## src/rtl/alu_result_buffer.sv

```systemverilog
// rtl/alu_result_buffer.sv - two-entry ALU result FIFO with condition flags and overflow statistics
module alu_result_buffer #(
    parameter int WIDTH = 32,
    parameter int CNT_W = 8
) (
    input  logic             clk,
    input  logic             rst_n,
    input  logic             in_valid,
    output logic             in_ready,
    input  logic [WIDTH-1:0] in_result,
    input  logic             in_cout,
    input  logic             in_vout,
    input  logic [2:0]       in_op,
    output logic             out_valid,
    input  logic             out_ready,
    output logic [WIDTH-1:0] out_result,
    output logic             out_zero,
    output logic             out_neg,
    output logic             out_carry,
    output logic             out_ovf,
    input  logic             clr_sticky,
    output logic             sticky_ovf,
    output logic [CNT_W-1:0] ovf_count
);

    logic [WIDTH-1:0] result_q [2];
    logic [1:0]       zero_q;
    logic [1:0]       neg_q;
    logic [1:0]       carry_q;
    logic [1:0]       ovf_q;
    logic [1:0]       count;
    logic             wr_ptr;
    logic             rd_ptr;

    logic push;
    logic pop;
    logic is_arith;
    logic new_carry;
    logic new_ovf;

    assign in_ready  = (count != 2'd2);
    assign out_valid = (count != 2'd0);
    assign push      = in_valid & in_ready;
    assign pop       = out_valid & out_ready;

    // Only the adder path produces meaningful carry/overflow; logic ops and SLT do not.
    assign is_arith  = (in_op[1:0] == 2'b10);
    assign new_carry = is_arith & in_cout;
    assign new_ovf   = is_arith & in_vout;

    always_ff @(posedge clk or negedge rst_n) begin
        if (!rst_n) begin
            count  <= 2'd0;
            wr_ptr <= 1'b0;
            rd_ptr <= 1'b0;
        end else begin
            if (push) wr_ptr <= ~wr_ptr;
            if (pop)  rd_ptr <= ~rd_ptr;
            case ({push, pop})
                2'b10:   count <= count + 2'd1;
                2'b01:   count <= count - 2'd1;
                default: count <= count;
            endcase
        end
    end

    always_ff @(posedge clk or negedge rst_n) begin
        if (!rst_n) begin
            result_q[0] <= '0;
            result_q[1] <= '0;
            zero_q      <= '0;
            neg_q       <= '0;
            carry_q     <= '0;
            ovf_q       <= '0;
        end else if (push) begin
            result_q[wr_ptr] <= in_result;
            zero_q[wr_ptr]   <= (in_result == '0);
            neg_q[wr_ptr]    <= in_result[WIDTH-1];
            carry_q[wr_ptr]  <= new_carry;
            ovf_q[wr_ptr]    <= new_ovf;
        end
    end

    // An overflowing push takes priority over a same-cycle clear.
    always_ff @(posedge clk or negedge rst_n) begin
        if (!rst_n) begin
            sticky_ovf <= 1'b0;
            ovf_count  <= '0;
        end else if (push && new_ovf) begin
            sticky_ovf <= 1'b1;
            if (clr_sticky)
                ovf_count <= CNT_W'(1);
            else if (ovf_count != {CNT_W{1'b1}})
                ovf_count <= ovf_count + CNT_W'(1);
        end else if (clr_sticky) begin
            sticky_ovf <= 1'b0;
            ovf_count  <= '0;
        end
    end

    always_comb begin
        out_result = '0;
        out_zero   = 1'b0;
        out_neg    = 1'b0;
        out_carry  = 1'b0;
        out_ovf    = 1'b0;
        if (out_valid) begin
            out_result = result_q[rd_ptr];
            out_zero   = zero_q[rd_ptr];
            out_neg    = neg_q[rd_ptr];
            out_carry  = carry_q[rd_ptr];
            out_ovf    = ovf_q[rd_ptr];
        end
    end

endmodule

```

## config.mk

```make
export PLATFORM = sky130hd
export DESIGN_NAME = alu_result_buffer
export DESIGN_NICKNAME = d
export VERILOG_FILES = /design/src/rtl/alu_result_buffer.sv
export SDC_FILE = /design/constraint.sdc
export NUM_CORES = 1
export LEC_CHECK = 0
export CAP_MARGIN = 20
export CORE_MARGIN = 2
export CORE_UTILIZATION = 54
export DETAILED_ROUTE_END_ITERATION = 10
export MAX_ROUTING_LAYER = met4
export PLACE_DENSITY = 0.9
export SLEW_MARGIN = 20
export SYNTH_ARGS = -nofsm -noshare
export SYNTH_HDL_FRONTEND = slang
export SYNTH_SLANG_ARGS = --single-unit
```

## constraint.sdc

```tcl
create_clock -name clk -period 2.8 [get_ports clk]
set_input_delay 0.42 -clock clk [delete_from_list [all_inputs] [get_ports clk]]
set_output_delay 0.42 -clock clk [all_outputs]
set_load 0.01 [all_outputs]
```

Word-level counts from Yosys, hierarchy flattened
Cells that the tools add are included.
{ "totals": {"regBits": 85, "latchBits": 0, "ramBits": 0, "romBits": 0, "in_bits": 42, "word_cells": 74, "memories": 0} }
{ "classes": {"addsub": 3, "mul": 0, "n_div": 0, "order_cmp": 6, "n_eq_ne": 5, "n_shift": 0, "n_mux": 32, "bitwise_logic": 8, "reduce_logical": 9} }
{ "ops": {"columns": ["cell", "count"], "rows": [
  ["$mux W32", 5],
  ["$bwmux W64", 1],
  ["$demux W32 S1", 1],
  ["$logic_not A32 Y1", 1],
  ["$mux W8", 4],
  ["$mux W1", 15],
  ["$add A8 B1 Y8 const B", 1],
  ["$bwmux W2", 4],
  ["$ne A8 B8 Y1 const B", 1],
  ["$reduce_bool A2 Y1", 4],
  ["$and A1 B1 Y1", 4],
  ["$eq A2 B2 Y1 const B", 2],
  ["$ge A2 B2 Y1 const B", 2],
  ["$lt A1 B2 Y1 const B", 2],
  ["$not A1 Y2", 2],
  ["$pmux W2 S2", 1],
  ["$logic_and A1 B1 Y1", 3],
  ["$add A2 B1 Y2 const B", 1],
  ["$eq A2 B1 Y1 const B", 1],
  ["$lt A2 B1 Y1 const B", 1],
  ["$ne A2 B2 Y1 const B", 1],
  ["$not A1 Y1", 2],
  ["$reduce_and A2 Y1", 1],
  ["$sub A2 B1 Y2 const B", 1],
  ["2 further kinds", 2]
]} }

Logic depth before layout (Yosys ltp)
Gate-level depths: netlist of the first run.
{ "logic_depth": {"depth_word": 6, "depth_mapped": 7, "mapped_depth_nobuf": 7} }

Least setup slack after synthesis of the first run
OpenSTA, ideal clock, no wires.
{ "synth_path": {"kind": "in2reg", "start": "input port in_op[0]", "end": "register ovf_count[5]", "setup_time_ps": 128, "t_arrival_ps": 1715, "required_ps": 2672, "path_slack_ps": 957, "path_stages": 5, "n_path_buf": 1, "path_cell_list": "nand3b_1 -> or3b_4 -> buf_6 -> nor4_2 -> mux2_1"} }
{ "synth_via": {"elab_chain_cells": 5, "word_cells_on_any_way": 6, "cone_classes": "1 x eq/ne; 1 x mux; 1 x bitwise; 3 x reduce/logical"} }
{ "synth_rtl": {"columns": ["item", "line_no", "rtl"], "rows": [
  ["start, declared", "13", "input logic [2:0] in_op,"],
  ["$eq A2 B2 Y1 *", "47", "assign is_arith = (in_op[1:0] == 2'b10);"],
  ["$and A1 B1 Y1 *", "49", "assign new_ovf = is_arith & in_vout;"],
  ["$logic_and A1 B1 Y1 *", "89", "end else if (push && new_ovf) begin"],
  ["$reduce_bool A2 Y1 (no source line)", null, null],
  ["$reduce_and A2 Y1 (no source line)", null, null],
  ["end signal, assigned", "94", "ovf_count <= ovf_count + CNT_W'(1);"],
  ["end, declared", "23", "output logic [CNT_W-1:0] ovf_count"]
]} }
Mark *: on every way between the ends. The rest lies on a longest branch, timed or not.
A chain may end at the register's enable or synchronous reset.

Final worst setup path of the first run
{ "layout_path": {"start": "register rd_ptr", "end": "output port out_neg"} }
{ "layout_via": {"elab_chain_cells": 3} }
{ "layout_rtl": {"columns": ["item", "line_no", "rtl"], "rows": [
  ["start, declared", "33", "logic rd_ptr;"],
  ["start signal, assigned", "58", "if (pop) rd_ptr <= ~rd_ptr;"],
  ["$mux W1 (implied by the code) (2 in a row)", "110", "out_neg = neg_q[rd_ptr];"],
  ["$mux W1", "107", "if (out_valid) begin"],
  ["end, declared", "18", "output logic out_neg,"]
]} }
No other way between the ends. The select of a mux whose other input is x is not followed.

==> results of run 1 <==
==> worst max path at each step <==
stage	from	endpoint	slack [ps]	cells after the start
5_1_grt	rd_ptr	out_result[23]	200	4
3_3_place_gp	in_op[0]	ovf_count[5]	530	5
3_5_place_dp	in_op[0]	ovf_count[5]	460	5
6_report	rd_ptr	out_neg	280	4
4_1_cts	rd_ptr	out_neg	260	4
2_1_floorplan	in_op[0]	ovf_count[5]	960	5
==> final cells by class <==
cell class	count	share of cell area, %
well taps	96	2.38
clock inverters	5	1.09
clock buffers	10	2.53
inverters	4	0.297
repair buffers	97	18.9
multi-input cells	212	33.7
flip-flops and latches	83	41.1
==> power by group through the flow <==
stage	sequential (uW)	clock [uW]	combinational [uW]
floorplan	1940	0	1670
global placement	2040	0	2750
detailed placement	2080	0	2810
CTS	2060	827	2830
global route	2130	882	3030
finish	2060	808	2800
==> registers in the layout (all words and copies together), names as in the netlist, 2 cells and up <==
signal / count
ovf_q: 2
result_q: 63
carry_q: 2
zero_q: 2
ovf_count: 8
count: 2
==> layer usage <==
| metal | GRT usage [%] | vias to the layer above | part of all wire [%] |
|---|---|---|---|
| li1 | - | 1306 | - |
| met1 | 30.1 | 1406 | 43 |
| met2 | 38.8 | 93 | 51 |
| met3 | 4.01 | 9 | 5.0 |
| met4 | 7.99 | 0 | 1.2 |
| met5 | - | - | 0 |
==> metrics by stage <==
step                std cells  cell area [um^2]  worst slack, ps
floorplan                 316              3880              957
global route              507              5050              196
finish                    507              5050              280
global placement          492              4870              528
detailed placement        492              4870              465
CTS                       507              5050              256
==> cell families (layout without fill, tap and decap cells) <==
logic type,after synthesis,after routing,share of synthesized area [%]
compound gates,18,18,2.81
xor+xnor,4,4,0.904
fa+ha+maj,2,2,0.645
buf+inv,21,116,2.65
flops,83,83,53.6
mux,102,102,28.5
simple gates,86,86,10.9
==> placed cells by master (no fill, tap or decap), types with 2 or more instances in the layout <==
master and count:
mux2i_1 35, nor2b_1 2, clkinv_2 2, or4_1 2, clkdlybuf4s50_1 86, and3_1 2, o31ai_1 2, nand2_1 10
buf_4 10, nand4_1 3, inv_1 4, mux2_1 11, ha_1 2, nor2_1 42, nor4_1 9, clkbuf_8 9
xnor2_1 2, clkinvlp_4 2, dfrtp_1 82, a21oi_1 6, o21ai_0 6, nand3_1 4, xor2_1 2, mux2_2 56
nand3b_1 3
==> impl_metrics.tcl, run 1 <==
set metrics [dict create \
    dp_hpwl_um 5890 \
    grt_pass1_wl_um 13800 \
    overflow 0 \
    synth_warnings 0 \
    netlist_instances 316 \
    clkPwrFrac_pct 14.3 \
    drt_iter0_markers 101 \
    synth_commonest_cells "83 x dfrtp_1, 56 x mux2_2, 43 x nor2_1" \
    boundaryPins 89 \
    clkTransAtPathRegs_ps 80 \
    die_w_um 88.7 \
    grt_max_degree 50 \
    r2r_slack_ps 960 \
    outcome "finished, final reports clean" \
    yosysUniqueCellTypes 36 \
    maxCapViolations 0 \
    path_buf_inv 2 \
    critPathCaptureType "output pin" \
    fill_cells 491 \
    period_share_pct 90.0 \
    final_core_util_pct 73.6 \
    ir_worst_vdd_mv 0.644 \
    synthTopCellsByArea "dfrtp_1 54%, mux2_2 16%, mux2i_1 9.0%" \
    synth_edf_count 0 \
    cts.repair.resized 0 \
    final-hold-violation-count 0 \
    max_slew.worst_pin.slew_ps 617 \
    cts_made_buffers 9 \
    hold_path_class "in2async" \
    vias 2814 \
    r2r_start "count[1]" \
    critPathMaxFanout 16 \
    cts_tree "yes" \
    cts-root-buf "clkbuf_8" \
    finClkSkew_ps 7.61 \
    yosysTopAreaCellShare_pct 53.6 \
    multi_input_area_um2 1700 \
    die_y_um 88.7 \
    antenna_found_initial 0 \
    ant_nets 0 \
    rsz0062_at_grt "no" \
    postCtsSetupRepairBufs 0 \
    pwr-share-comb_pct 49.3 \
    synth_top_area_cell "dfrtp_1" \
    cp-start-kind "flip-flop" \
    max_stage_delay_ps 670 \
    slowest_stage "dfrtp_2" \
    critPathTopFamily "buffers and inverters" \
    rows 30 \
    grt_usage_pct 23.7 \
    gp_congestion 0.798 \
    setup_violations 0 \
    hold_buffers 0 \
    maxSlewHeadroom_pct 58.9 \
    syn2layout_area_growth_pct 30.3 \
    synth_flop_cell "dfrtp_1" \
    clock-sinks 83 \
    cellInternalPower_uw 3770 \
    slew_violations 0 \
    leakagePower_uw 0.00217 \
    viasPerCell 5.55 \
    core_um2 6870 \
    fin_setup_tns_ps 0 \
    p_per_area_nw_per_um2 1120 \
    finalPower_uw 5670 \
    diodes 0 \
    synth_area_um2 3880 \
    dieArea_um2 7870 \
    initial_core_util_pct 56.4 \
    worstPathCellList "buf_4 -> mux2i_1 -> nor2_1 -> clkdlybuf4s50_1" \
    switching_power_uw 1900 \
    synth_nets 360 \
    register_area_um2 2080 \
    grt_pass1_vias 2939 \
    drc 0 \
    ys_ff_latch 83 \
    period_needed_ps 2520 \
    r2r-end "ovf_count[5]" \
    htreeDepth 3 \
    drt_first_pass_iters 4 \
    drive_gt1_share_pct 21.2 \
    seq_area_frac_synth_pct 53.6 \
    synth.most_common_cell "dfrtp_1" \
    seq_power_share_pct 36.4 \
    path_class "reg2out" \
    async_reset_ff_share_pct 100 \
    cp.arrival_ps 2100 \
    reg2reg_depth 4 \
    final_nets 451 \
    p_sw_share_pct 33.5 \
    avgRoutedWirePerCell_um 16.5 \
    clock_latency_ps 340 \
    io_buffers 87 \
    clock_path_buffers 2 \
    synth_area_per_cell_um2 12.3 \
    wl_um 8350 \
    max_freq_mhz 397 \
    worst_hold_slack_ps 87.7 \
    worstPathRequired_ps 2380 \
]
No activity file was read; power rests on OpenSTA's default activity.
==> run 2, diff against run 1 <==
--- a/config.mk
+++ b/config.mk
@@ -7,10 +7,10 @@
 export LEC_CHECK = 0
 export CAP_MARGIN = 20
 export CORE_MARGIN = 2
-export CORE_UTILIZATION = 54
+export CORE_UTILIZATION = 30
 export DETAILED_ROUTE_END_ITERATION = 10
 export MAX_ROUTING_LAYER = met4
-export PLACE_DENSITY = 0.9
+export PLACE_DENSITY = 0.57
 export SLEW_MARGIN = 20
 export SYNTH_ARGS = -nofsm -noshare
 export SYNTH_HDL_FRONTEND = slang
==> run 2 against run 1 <==
Non-clock buffer count shrank 1. Core utilization down 32 points. Global-route usage shrank 9.8 points. Clock skew grew 0.98 ps. Sequential share of layout area decreased by 1.9 points. Flip-flop and latch count unchanged. Register-to-register slack lost 20 ps. Total power grew 8.4%. Final area is 4.9% higher. Routed wire length grew 6.2%. First-iteration DRC count is 20% higher. Clock power is 60% higher.
==> impl_metrics.tcl, run 2 (synthesis results as in run 1) <==
set metrics [dict create \
    cellInternalPower_uw 4180 \
    setup_violations 0 \
    routed.top_layer "met4" \
    clock_latency_ps 340 \
    clkPwrFrac_pct 20.9 \
    wl_um 8870 \
    grt_pass1_wl_um 14800 \
    period_share_pct 88.3 \
    initial_core_util_pct 30.7 \
    rsz0062_at_grt "no" \
    final_core_util_pct 42.0 \
    boundaryPins 89 \
    htreeDepth 3 \
    cts_tree "yes" \
    viasPerCell 4.68 \
    drive_gt1_share_pct 21.4 \
    path_class "reg2out" \
    die_w_um 118 \
    dieArea_um2 13800 \
    fin_ws_ps 328 \
    fin_setup_tns_ps 0 \
    finalPower_uw 6140 \
    cp.arrival_ps 2050 \
    multi_input_area_um2 1710 \
    drt_first_pass_iters 4 \
    ir_worst_vdd_mv 0.478 \
    diodes 0 \
    clkTransAtPathRegs_ps 60 \
    vias 2729 \
    drc 0 \
    cp-start-kind "flip-flop" \
    hold_buffers 0 \
    maxCapViolations 0 \
    wl_met1_um 4230 \
    postCtsSetupRepairBufs 0 \
    maxSlewHeadroom_pct 65.8 \
    max_freq_mhz 405 \
    register_area_um2 2080 \
    dp_hpwl_um 6090 \
    p_per_area_nw_per_um2 1160 \
    cts.repair.resized 0 \
    syn2layout_area_growth_pct 36.7 \
    final-hold-violation-count 0 \
    seq_power_share_pct 33.4 \
    finClkSkew_ps 8.59 \
    clock-sinks 83 \
    route.met3.wl_um 310 \
    regMostFlops "result_q" \
    cts-root-buf "clkbuf_16" \
    final_common_cell "clkdlybuf4s50_1" \
    avgRoutedWirePerCell_um 15.2 \
    drt_iter0_markers 121 \
    grt_max_degree 52 \
    cts_made_buffers 9 \
    leakagePower_uw 0.00224 \
    setup.worst_path.start "rd_ptr" \
    critPathMaxFanout 12 \
    ant_nets 0 \
    largestRegisters "result_q: 63 flops, ovf_count: 8 flops" \
    layout_common_cells "86 x clkdlybuf4s50_1, 82 x dfrtp_1, 56 x mux2_2, 42 x nor2_1, 35 x mux2i_1" \
    die_y_um 118 \
    fill_cells 1223 \
    p_sw_share_pct 32.0 \
    largest_register_ff_count 63 \
    max_slew.worst_pin.slew_ps 508 \
    worstPathRequired_ps 2380 \
    overflow 0 \
    clock_path_buffers 2 \
    pwr-share-comb_pct 45.7 \
    switching_power_uw 1970 \
    gp_congestion 0.806 \
    slew_violations 0 \
    dp_slack_ps 474 \
    hold_path_class "in2async" \
    core_um2 12600 \
    outcome "finished, final reports clean" \
    antenna_found_initial 0 \
    rows 41 \
    period_needed_ps 2470 \
    grt_pass1_vias 2944 \
    final_nets 450 \
    critPathCaptureType "output pin" \
    wl_met2_um 4180 \
    r2r_start "count[1]" \
    grt_usage_pct 13.9 \
    io_buffers 87 \
]
==> run 2: layout make-up <==
type / count / area share (%)
flip-flops and latches: 83 / 39.2
multi-input cells: 212 / 32.2
repair buffers: 96 / 18.1
clock buffers: 10 / 4.51
well taps: 172 / 4.06
clock inverters: 6 / 1.63
inverters: 4 / 0.283
==> run 2: worst paths after layout <==
kind | end | slack, ps | cells past startpoint
max in group asynchronous | rd_ptr | 2110 | 2
hold / removal | result_q[25] | 20 | 1
min in group clk | ovf_q[0] | 490 | 2
hold reg to reg | ovf_q[0] | 490 | 2
setup reg to reg | ovf_count[5] | 940 | 4
setup / recovery | out_neg | 330 | 4
==> run 2: per-layer routing <==
metal | vias up | global-route usage [%]
met1 | 1334 | 17.7
met4 | 0 | 6.10
met5 | - | -
li1 | 1310 | -
met2 | 71 | 21.9
met3 | 14 | 2.42
==> run 2: power by group through the flow <==
stage | registers [uW] | logic (uW) | clock network, uW
finish | 2050 | 2810 | 1290
global route | 2120 | 3050 | 1390
CTS | 2050 | 2870 | 1330
detailed placement | 2070 | 2860 | 0
global placement | 2030 | 2830 | 0
floorplan | 1940 | 1670 | 0
==> run 2: worst max-delay path, cell delays in order (launching register included) <==
cell             delay (ps)
dfrtp_2                 610
buf_4                   290
mux2i_1                  90
nor2_1                  150
clkdlybuf4s50_1         570
==> run 2: stage by stage <==
| stage | hold WS [ps] | std cells | area (um^2) |
|---|---|---|---|
| floorplan | 124 | 316 | 3880 |
| global placement | 401 | 567 | 4970 |
| detailed placement | 404 | 567 | 4970 |
| CTS | 36.1 | 583 | 5300 |
| global route | 54.7 | 583 | 5300 |
| finish | 19.3 | 583 | 5300 |
==> run 3, diff against run 2 <==
--- a/config.mk
+++ b/config.mk
@@ -7,11 +7,11 @@
 export LEC_CHECK = 0
 export CAP_MARGIN = 20
 export CORE_MARGIN = 2
-export CORE_UTILIZATION = 30
+export CORE_UTILIZATION = 54
 export DETAILED_ROUTE_END_ITERATION = 10
 export MAX_ROUTING_LAYER = met4
-export PLACE_DENSITY = 0.57
-export SLEW_MARGIN = 20
+export PLACE_DENSITY = 0.9
+export SLEW_MARGIN = 40
 export SYNTH_ARGS = -nofsm -noshare
 export SYNTH_HDL_FRONTEND = slang
 export SYNTH_SLANG_ARGS = --single-unit
==> results of run 3 <==
Same layout as run 1: the final DEF is identical, and so are final timing and power.
